`config.mk`:
```
export PLATFORM = sky130hd
export DESIGN_NAME = l2_burst_responder
export DESIGN_NICKNAME = d
export VERILOG_FILES = /design/src/rtl/l2_burst_responder.sv
export SDC_FILE = /design/constraint.sdc
export NUM_CORES = 1
export LEC_CHECK = 0
export BUFFER_PORTS_ARGS = -buffer_cell sky130_fd_sc_hd__buf_2
export CORE_UTILIZATION = 52
export CTS_BUF_LIST = sky130_fd_sc_hd__clkbuf_4 sky130_fd_sc_hd__clkbuf_8 sky130_fd_sc_hd__clkbuf_16
export DETAILED_ROUTE_END_ITERATION = 16
export PLACE_DENSITY_LB_ADDON = 0.2
export SLEW_MARGIN = 20
export SYNTH_ARGS = -nofsm -noshare
export SYNTH_HDL_FRONTEND = slang
export SYNTH_SLANG_ARGS = --single-unit
```
`constraint.sdc`:
```
create_clock -name clk -period 2.4 [get_ports clk]
set_clock_uncertainty 0.15 [all_clocks]
set_input_delay 0.6 -clock clk [delete_from_list [all_inputs] [get_ports clk]]
set_output_delay 0.6 -clock clk [all_outputs]
set_load 0.005 [all_outputs]
```
`src/rtl/l2_burst_responder.sv`:
```
// L2 stand-in: accepts one burst read, waits LATENCY cycles with l2_busy high,
// then streams consecutive backing-SRAM words one per cycle.
module l2_burst_responder #(
  parameter int unsigned ADDR_W  = 16,
  parameter int unsigned LATENCY = 4
) (
  input  logic              clk,
  input  logic              reset,
  input  logic              l2_rreq,
  input  logic [31:0]       l2_addr,
  input  logic [4:0]        l2_burst_size,
  output logic [31:0]       l2_rdata,
  output logic              l2_busy,
  output logic              l2_rvalid,
  output logic              err_drop,
  output logic              mem_re,
  output logic [ADDR_W-1:0] mem_addr,
  input  logic [31:0]       mem_rdata
);

  localparam int unsigned DATA_W = 32;
  localparam int unsigned CNT_W  = 8;
  localparam int unsigned WCNT_W = 5;
  localparam logic [WCNT_W-1:0] MAX_BURST = WCNT_W'(16);

  typedef enum logic [1:0] {
    IDLE   = 2'd0,
    WAIT   = 2'd1,
    STREAM = 2'd2
  } state_t;

  state_t              state_q, state_d;
  logic [CNT_W-1:0]    cnt_q, cnt_d;
  logic [WCNT_W-1:0]   wcnt_q, wcnt_d;
  logic [WCNT_W-1:0]   icnt_q, icnt_d;
  logic [ADDR_W-1:0]   start_q, start_d;
  logic [ADDR_W-1:0]   mem_addr_d;
  logic [DATA_W-1:0]   rdata_d;
  logic                busy_d, rvalid_d, err_d, mem_re_d;

  logic [ADDR_W-1:0]   req_addr;
  logic [WCNT_W-1:0]   req_n_m1;
  logic                unused_addr_bits;

  assign req_addr = l2_addr[ADDR_W+1:2];
  // Word count minus one; 0 and anything above 16 mean a full 16-word burst.
  assign req_n_m1 = ((l2_burst_size == '0) || (l2_burst_size > MAX_BURST))
                    ? WCNT_W'(15) : WCNT_W'(l2_burst_size - WCNT_W'(1));
  assign unused_addr_bits = ^{32'(l2_addr >> (ADDR_W + 2)), l2_addr[1:0]};

  // State and registered outputs.
  always_ff @(posedge clk) begin
    if (reset) begin
      state_q   <= IDLE;
      cnt_q     <= '0;
      wcnt_q    <= '0;
      icnt_q    <= '0;
      start_q   <= '0;
      l2_busy   <= 1'b0;
      l2_rvalid <= 1'b0;
      l2_rdata  <= '0;
      err_drop  <= 1'b0;
      mem_re    <= 1'b0;
      mem_addr  <= '0;
    end else begin
      state_q   <= state_d;
      cnt_q     <= cnt_d;
      wcnt_q    <= wcnt_d;
      icnt_q    <= icnt_d;
      start_q   <= start_d;
      l2_busy   <= busy_d;
      l2_rvalid <= rvalid_d;
      l2_rdata  <= rdata_d;
      err_drop  <= err_d;
      mem_re    <= mem_re_d;
      mem_addr  <= mem_addr_d;
    end
  end

  // Next state, SRAM issue sequencing and output data.
  always_comb begin
    state_d    = state_q;
    cnt_d      = cnt_q;
    wcnt_d     = wcnt_q;
    icnt_d     = icnt_q;
    start_d    = start_q;
    busy_d     = l2_busy;
    rvalid_d   = 1'b0;
    rdata_d    = l2_rdata;
    err_d      = err_drop;
    mem_re_d   = 1'b0;
    mem_addr_d = mem_addr;

    // Reads run back to back once started, independent of the delivery side.
    if (mem_re && (icnt_q != '0)) begin
      mem_re_d   = 1'b1;
      mem_addr_d = mem_addr + ADDR_W'(1);
      icnt_d     = icnt_q - WCNT_W'(1);
    end

    case (state_q)
      IDLE: begin
        if (l2_rreq) begin
          state_d = WAIT;
          busy_d  = 1'b1;
          cnt_d   = CNT_W'(LATENCY - 1);
          wcnt_d  = req_n_m1;
          start_d = req_addr;
          // Shortest latency needs the first read issued straight from the request.
          if (LATENCY == 2) begin
            mem_re_d   = 1'b1;
            mem_addr_d = req_addr;
            icnt_d     = req_n_m1;
          end
        end
      end
      WAIT: begin
        if (l2_rreq) err_d = 1'b1;
        if (cnt_q == '0) begin
          state_d  = STREAM;
          busy_d   = 1'b0;
          rvalid_d = 1'b1;
          rdata_d  = mem_rdata;
        end else begin
          cnt_d = cnt_q - CNT_W'(1);
        end
        if (cnt_q == CNT_W'(2)) begin
          mem_re_d   = 1'b1;
          mem_addr_d = start_q;
          icnt_d     = wcnt_q;
        end
      end
      STREAM: begin
        if (l2_rreq) err_d = 1'b1;
        if (wcnt_q == '0) begin
          state_d = IDLE;
        end else begin
          wcnt_d   = wcnt_q - WCNT_W'(1);
          rvalid_d = 1'b1;
          rdata_d  = mem_rdata;
        end
      end
      default: begin
        state_d = IDLE;
      end
    endcase
  end

endmodule

```
==> results of run 1 <==
[flip-flops by register name, indices dropped and copies added (netlist names)]
name	cells
l2_rdata	32
mem_addr	16
start_q	16
cnt_q	8
icnt_q	5
wcnt_q	5
state_q	2
err_drop	1
l2_busy	1
l2_rvalid	1
mem_re	1
[worst min-delay path: stages, from the launching register on]
cell,delay [ps]
dfxtp_1,320
nand2_1,50
a21oi_1,50
[per-layer routing]
metal,wire (um),part of all wire
met5,0,0
met4,104,0.011
met3,420,0.043
met2,4890,0.50
met1,4270,0.44
[logic make-up after synthesis]
family                   after synthesis  synth area share
XOR/XNOR                              18            0.0360
flip-flops                            88             0.403
multiplexers                          38            0.0872
AO/OA/AOI/OAI                         82             0.126
buffers and inverters                 45            0.0452
AND/OR/NAND/NOR                      214             0.268
adder cells (fa/ha/maj)               12            0.0343
[worst paths after layout]
kind         startpoint     endpoint  cells past startpoint
max            cnt_q[0]  l2_rdata[9]                      7
min          start_q[5]   start_q[5]                      2
max reg2reg    cnt_q[0]  l2_rdata[9]                      7
min reg2reg  start_q[5]   start_q[5]                      2
[layout make-up]
| class | count | share of cell area |
|---|---|---|
| multi-input cells | 364 | 0.457 |
| flip-flops and latches | 88 | 0.330 |
| repair buffers | 125 | 0.138 |
| clock buffers | 10 | 0.0246 |
| well taps | 105 | 0.0246 |
| clock inverters | 5 | 0.0152 |
| inverters | 16 | 0.0112 |
[power groups by stage]
| stage | sequential [W] | combinational (W) | clock [W] |
|---|---|---|---|
| finish | 0.00219 | 0.00235 | 0.00111 |
| detailed placement | 0.00220 | 0.00215 | 0 |
| CTS | 0.00218 | 0.00217 | 0.00112 |
| global placement | 0.00218 | 0.00209 | 0 |
| floorplan | 0.00216 | 0.00151 | 0 |
| global route | 0.00224 | 0.00259 | 0.00119 |
[cell usage after synthesis (2+ instances only)]
master | n | area, um2
xnor2_1 | 11 | 96.3
a2111oi_0 | 2 | 17.5
o311ai_0 | 4 | 35.0
xor2_1 | 7 | 61.3
o21bai_1 | 2 | 15.0
a31oi_1 | 3 | 18.8
and2_1 | 3 | 18.8
inv_1 | 16 | 60.1
nand2_1 | 47 | 176
o21ai_0 | 7 | 35.0
o31ai_1 | 2 | 15.0
or4b_2 | 2 | 20.0
and3_1 | 2 | 12.5
mux2i_1 | 37 | 370
nor4b_1 | 4 | 35.0
a21oi_1 | 29 | 145
a311oi_1 | 5 | 43.8
nor3b_1 | 3 | 22.5
nand3_1 | 10 | 50.1
nor2_1 | 39 | 146
or4_1 | 2 | 15.0
nand2b_1 | 72 | 450
buf_2 | 2 | 10.0
a211oi_1 | 19 | 143
buf_6 | 3 | 33.8
ha_1 | 12 | 150
nand3b_1 | 2 | 15.0
nor3_1 | 5 | 25.0
nand4_1 | 6 | 37.5
or2_2 | 2 | 12.5
or3_1 | 5 | 31.3
dfxtp_1 | 88 | 1760
clkbuf_1 | 22 | 82.6
nor4_1 | 3 | 18.8
[placed cells by master (no fill, tap or decap), types with 2 or more instances in the layout]
master,count
a2111oi_0,2
a211oi_1,19
a21oi_1,29
a311oi_1,5
a31oi_1,3
and2_1,3
and3_1,2
buf_12,2
buf_2,107
buf_4,13
bufinv_16,2
clkbuf_16,2
clkbuf_8,9
dfxtp_1,88
ha_1,12
inv_1,16
mux2i_1,37
nand2_1,47
nand2b_1,72
nand3_1,10
nand3b_1,2
nand4_1,6
nor2_1,39
nor3_1,5
nor3b_1,3
nor4_1,3
nor4b_1,4
o21ai_0,7
o21bai_1,2
o311ai_0,4
o31ai_1,2
or2_2,2
or3_1,4
or3_4,2
or4_1,2
or4b_2,2
xnor2_1,11
xor2_1,7
[what timing repair did]
| item | in CTS | in global routing |
|---|---|---|
| buffers inserted | 0 | 0 |
| gates resized for setup | 0 | 4 |
| endpoints found under the setup margin | 0 | 28 |
[metrics by stage]
stage	hold slack, ps	util
after global routing	322	0.653
after floorplan	286	-
after global placement	293	0.617
after detailed placement	299	0.617
final	313	0.653
after CTS	312	0.643
==> results.md, run 1 <==
* Reg area at 1760 um2
* Asr flop ratio synth at 0
* DRT antenna net count at 0
* Multi-input gate area at 2440 um2
* CTS Hold Bufs at 0
* Initial core utilization at 0.535
* H-tree levels at 3
* Layout cells sized above 1 at 0.253
* Final Cycle Share at 0.950
* Wire per inst at 13.6 um
* Post-Place Cells at 695
* Hold Crit Class: register to register
* Post-DR vias/cell at 5.38
* Slew Viols, Final at 0
* Fin nets at 688
* Logic gate share of total power at 0.416
* Vert. Die Dim at 93.7 um
* Vias in the first global route at 3605
* Syn_nets at 581
* Initial antenna violation count at 0
* Slowest stage cell, crit path: or3b_1
* Synth warn at 0
* Required time of the worst setup path at 2530 ps
* All-layer global routing usage at 0.219
* Sw frac at 0.361
* Leakage at 2.26 nW
* Fmax at 439 MHz
* Placed cell area at 5040 um2
* Setup CP Type: register to register
* Power density over the cells at 1060 nW/um2
* N_diodes at 0
* Io pins at 124
* Final setup margin at 121 ps
* EDFF count, synth at 0
* Met3 Use GR at 0.0421
* CTS max path bufs at 2
* M2 GR Usage at 0.391
* Post-DP HPWL at 6680 um
* GRT overflow at 0
* Most used routing layer: met2
* Worst Setup Start Kind: register
* Final Setup Violations at 0
* Initial detailed-routing violation count at 135
* R2r setup slk at 120 ps
* Total Wirelength at 9680 um
* Num CTS Buffers at 9
* Gate Count Post-Synth at 497
* Number of placement rows at 33
* Critical Path Max Stage Delay at 430 ps
* Critical-path maximum fanout at 8
* Netlist cell types at 53
* Vias at 3835
* Router iterations before antenna repair at 4
* Total die area at 8790 um2
* Non-Filler Instances at 713
* Final Power at 0.00564 W
* Top Family by Delay on Critical Path: compound AO/OA/AOI/OAI gates
* Max cap viols at 0
* Insertion delay of the later-clocked pin in the worst-skew pair at 350 ps
* Buffers & Inverters on Critical Path at 2
* # fillers at 720
* Status: complete, no violations
* Clk pin slew, worst setup/hold paths at 90 ps
* Largest net degree at the start of global routing at 48
* CP arrival at 2410 ps
* Syn avg cell area at 8.80 um2
* Int Pwr at 0.00361 W
* Maximum vdd drop at 0.481 mV
* # port buffers at 107
* GR Util met1 at 0.251
* CTS tree: yes
* Post-route DRC at 0
* Core area at 8180 um2
* Clock power frac at 0.196
* Sink Count at 88
* Area grow syn2layout at 22.0%
* Endpoints failing hold at 0
* DP Worst Slack at 72.1 ps
* Max transition margin at 0.591
* CTS root buf: clkbuf_8
* Worst Max-Slew Pin Slew at 597 ps
* Syn Std Cell Area at 4380 um2
* RSZ-0062 raised after global routing: false
* GP Congestion at 0.813
* Seq cells post-synth at 88
* Min Tclk post-route at 2280 ps
* Total negative slack at 0 ps
* Post-route cell area at 5340 um2
* CP cell instances: inv_1, ha_1, or3b_1, o41ai_4, o211a_4, clkbuf_16, mux2i_1
* Sequential power share at 0.387
* Register area share after synthesis at 0.403
* Post-synth top flop: dfxtp_1
* Sw Pwr at 0.00204 W
* Die width at 93.7 um
* Global-route wire length before repair at 15400 um
* Critical Path End Type: register
Note: power is estimated with default switching activity, not from simulation.
==> inputs of run 2 (changes only) <==
--- a/config.mk
+++ b/config.mk
@@ -8,8 +8,10 @@
 export BUFFER_PORTS_ARGS = -buffer_cell sky130_fd_sc_hd__buf_2
 export CORE_UTILIZATION = 52
 export CTS_BUF_LIST = sky130_fd_sc_hd__clkbuf_4 sky130_fd_sc_hd__clkbuf_8 sky130_fd_sc_hd__clkbuf_16
+export CTS_CLUSTER_SIZE = 8
 export DETAILED_ROUTE_END_ITERATION = 16
 export PLACE_DENSITY_LB_ADDON = 0.2
+export REMOVE_ABC_BUFFERS = 1
 export SLEW_MARGIN = 20
 export SYNTH_ARGS = -nofsm -noshare
 export SYNTH_HDL_FRONTEND = slang
==> run 2 against run 1 <==
Against the previous run: cell count down 0.14%; count of clock-buffer cells in the layout down 1; maximum frequency up 3.3%; cell area down 1.6%; via count about the same; first-iteration DRC count down 7.4%; critical path type unchanged; critical path depth unchanged; critical endpoint is now mem_addr[13]; highest routed layer unchanged; sequential power about the same; die area unchanged; sequential cell count unchanged; worst setup slack better by 73 ps; largest power group unchanged.
==> results.md, run 2 (synthesis gave the netlist of run 1 again) <==
* Status: complete, no violations
* Post-DR vias/cell at 5.38 (about the same)
* RSZ-0062 raised after global routing: false
* WHS at 309 ps (-3.72 ps)
* Die width at 93.7 um (unchanged)
* CTS tree: yes
* Maximum vdd drop at 0.519 mV (+7.9%)
* Total die area at 8790 um2 (unchanged)
* Fin nets at 687 (-0.15%)
* Number of placement rows at 33 (unchanged)
* Endpoints failing hold at 0 (unchanged)
* Most common cell after layout, fill and taps aside: buf_2
* Power density over the cells at 1030 nW/um2 (-2.4%)
* Num CTS Buffers at 9 (unchanged)
* # port buffers at 107 (unchanged)
* Critical-path maximum fanout at 8 (unchanged)
* Final Cycle Share at 0.919 (-0.0306)
* Router iterations before antenna repair at 6 (+2)
* DRT antenna net count at 0 (unchanged)
* Worst hold endpoint: start_q[9]
* Core area at 8180 um2 (unchanged)
* Final Power at 0.00542 W (-4.0%)
* Largest net degree at the start of global routing at 63 (+31%)
* Final Setup Violations at 0 (unchanged)
* R2R Path Start: icnt_q[0]
* CTS root buf: clkbuf_8
* CP arrival at 2330 ps (-80 ps)
* Slowest stage cell, crit path: or3_1
* Post-DP HPWL at 6780 um (+1.5%)
* Clk pin slew, worst setup/hold paths at 80 ps (about the same)
* R2r setup slk at 190 ps (+70 ps)
* Vert. Die Dim at 93.7 um (unchanged)
* Sink Count at 88 (unchanged)
* Hold path start: start_q[9]
* Multi-input gate area at 2440 um2 (unchanged)
* Slew Viols, Final at 0 (unchanged)
* Hold Path Depth at 2 (unchanged)
* Required time of the worst setup path at 2520 ps (about the same)
* Biggest regs: l2_rdata: 32 flops, mem_addr: 16 flops, start_q: 16 flops
* Max cap viols at 0 (unchanged)
* Max transition margin at 0.513 (-0.0777)
* Setup CP Type: register to register
* Worst Max-Slew Pin Slew at 720 ps (+123 ps)
* All-layer global routing usage at 0.222 (+0.00289)
* Non-Filler Instances at 712 (-0.14%)
* N_diodes at 0 (unchanged)
* Initial core utilization at 0.535 (unchanged)
* Vias at 3832 (-0.078%)
* Total negative slack at 0 ps (unchanged)
* Reg area at 1760 um2 (unchanged)
* Initial antenna violation count at 0 (unchanged)
* Critical Path End Type: register
* CTS max path bufs at 2 (unchanged)
* H-tree levels at 3 (unchanged)
* Area grow syn2layout at 20.1%
* Initial detailed-routing violation count at 125 (-7.4%)
* Post_cts resized at 0 (unchanged)
* Global-route wire length before repair at 15500 um (+0.23%)
* Post-CTS setup buffer count at 0 (unchanged)
* Commonest cells after routing, fill and taps aside: buf_2, dfxtp_1, nand2b_1, nand2_1, nor2_1
* Io pins at 124 (unchanged)
* FF-to-FF End: mem_addr[13]
* CTS Hold Bufs at 0 (unchanged)
* Post-route DRC at 0 (unchanged)
* Most common cell on crit path: or3_1
* GP Congestion at 0.842 (+3.6%)
* Total Wirelength at 9590 um (-0.95%)
* Max reg flops at 32 (unchanged)
* # fillers at 720 (unchanged)
* Worst reg-to-reg path cell count at 7 (unchanged)
* Worst Setup Start Kind: register
* CP cell instances: inv_1, ha_1, nor4b_2, buf_4, or3_1, or3_1, a311oi_1
* Wire per inst at 13.5 um (-0.81%)
* Min Tclk post-route at 2210 ps (-73.3 ps)
* Crit. Startpoint: icnt_q[0]
* Leakage at 2.23 nW (-1.7%)
* Largest Register: l2_rdata
* Critical Path Max Stage Delay at 450 ps (+20 ps)
* Insertion delay of the later-clocked pin in the worst-skew pair at 360 ps (about the same)
* Fmax at 453 MHz (+3.3%)
* Post-Place Cells at 697 (+0.29%)
* Hold Crit Class: register to register
* Layout cells sized above 1 at 0.254 (+0.000417)
* Vias in the first global route at 3468 (-3.8%)
* GRT overflow at 0 (unchanged)
-- run 2: changes by cell type in the layout (fill, tap and decap cells not counted), sizes merged --
cell / change
bufinv: -1
clkinv: +3
buf: +1
inv: -1
clkbuf: -3
-- run 2: area by class of cell --
type | count | share of cell area
sequential | 88 | 0.335
tap | 105 | 0.0250
multi-input combinational | 364 | 0.464
clock inverter | 6 | 0.0117
timing repair buffer | 124 | 0.129
inverter | 16 | 0.0114
clock buffer | 9 | 0.0236
-- run 2: metal layers --
| layer | global-route usage | vias to the layer above | routed length [um] |
|---|---|---|---|
| met4 | 0.0923 | 0 | 113 |
| met1 | 0.271 | 1801 | 4290 |
| met2 | 0.376 | 88 | 4820 |
| li1 | - | 1931 | - |
| met3 | 0.0461 | 12 | 371 |
| met5 | 0 | - | 0 |
-- run 2: how the worst max path moves through the flow --
stage	endpoint
finish	mem_addr[13]
global route	mem_addr[12]
CTS	l2_rdata[9]
detailed placement	l2_rdata[4]
global placement	l2_rdata[1]
floorplan	l2_rdata[0]
-- run 2: critical path, delay by kind of cell, from the launching register on --
kind                       cells  cell delay, ps
AOI/OAI and AO/OA              1             240
adders and majority gates      1             230
buffers and inverters          2             230
DFF                            1             330
and+or+nand+nor                3             960
-- run 2: report_power, final --
part | switching (W) | internal (W)
clock network | 0.000522 | 0.000472
registers | 0.000328 | 0.00185
logic | 0.00116 | 0.00108
-- run 2: per-stage QoR --
stage / util / worst slack (ps) / area, um2
after floorplan: - / -447 / 4240
after global placement: 0.617 / 113 / 5040
after detailed placement: 0.617 / 31.5 / 5040
after CTS: 0.640 / 18.8 / 5230
after global routing: 0.643 / 0.290 / 5250
final: 0.643 / 194 / 5250
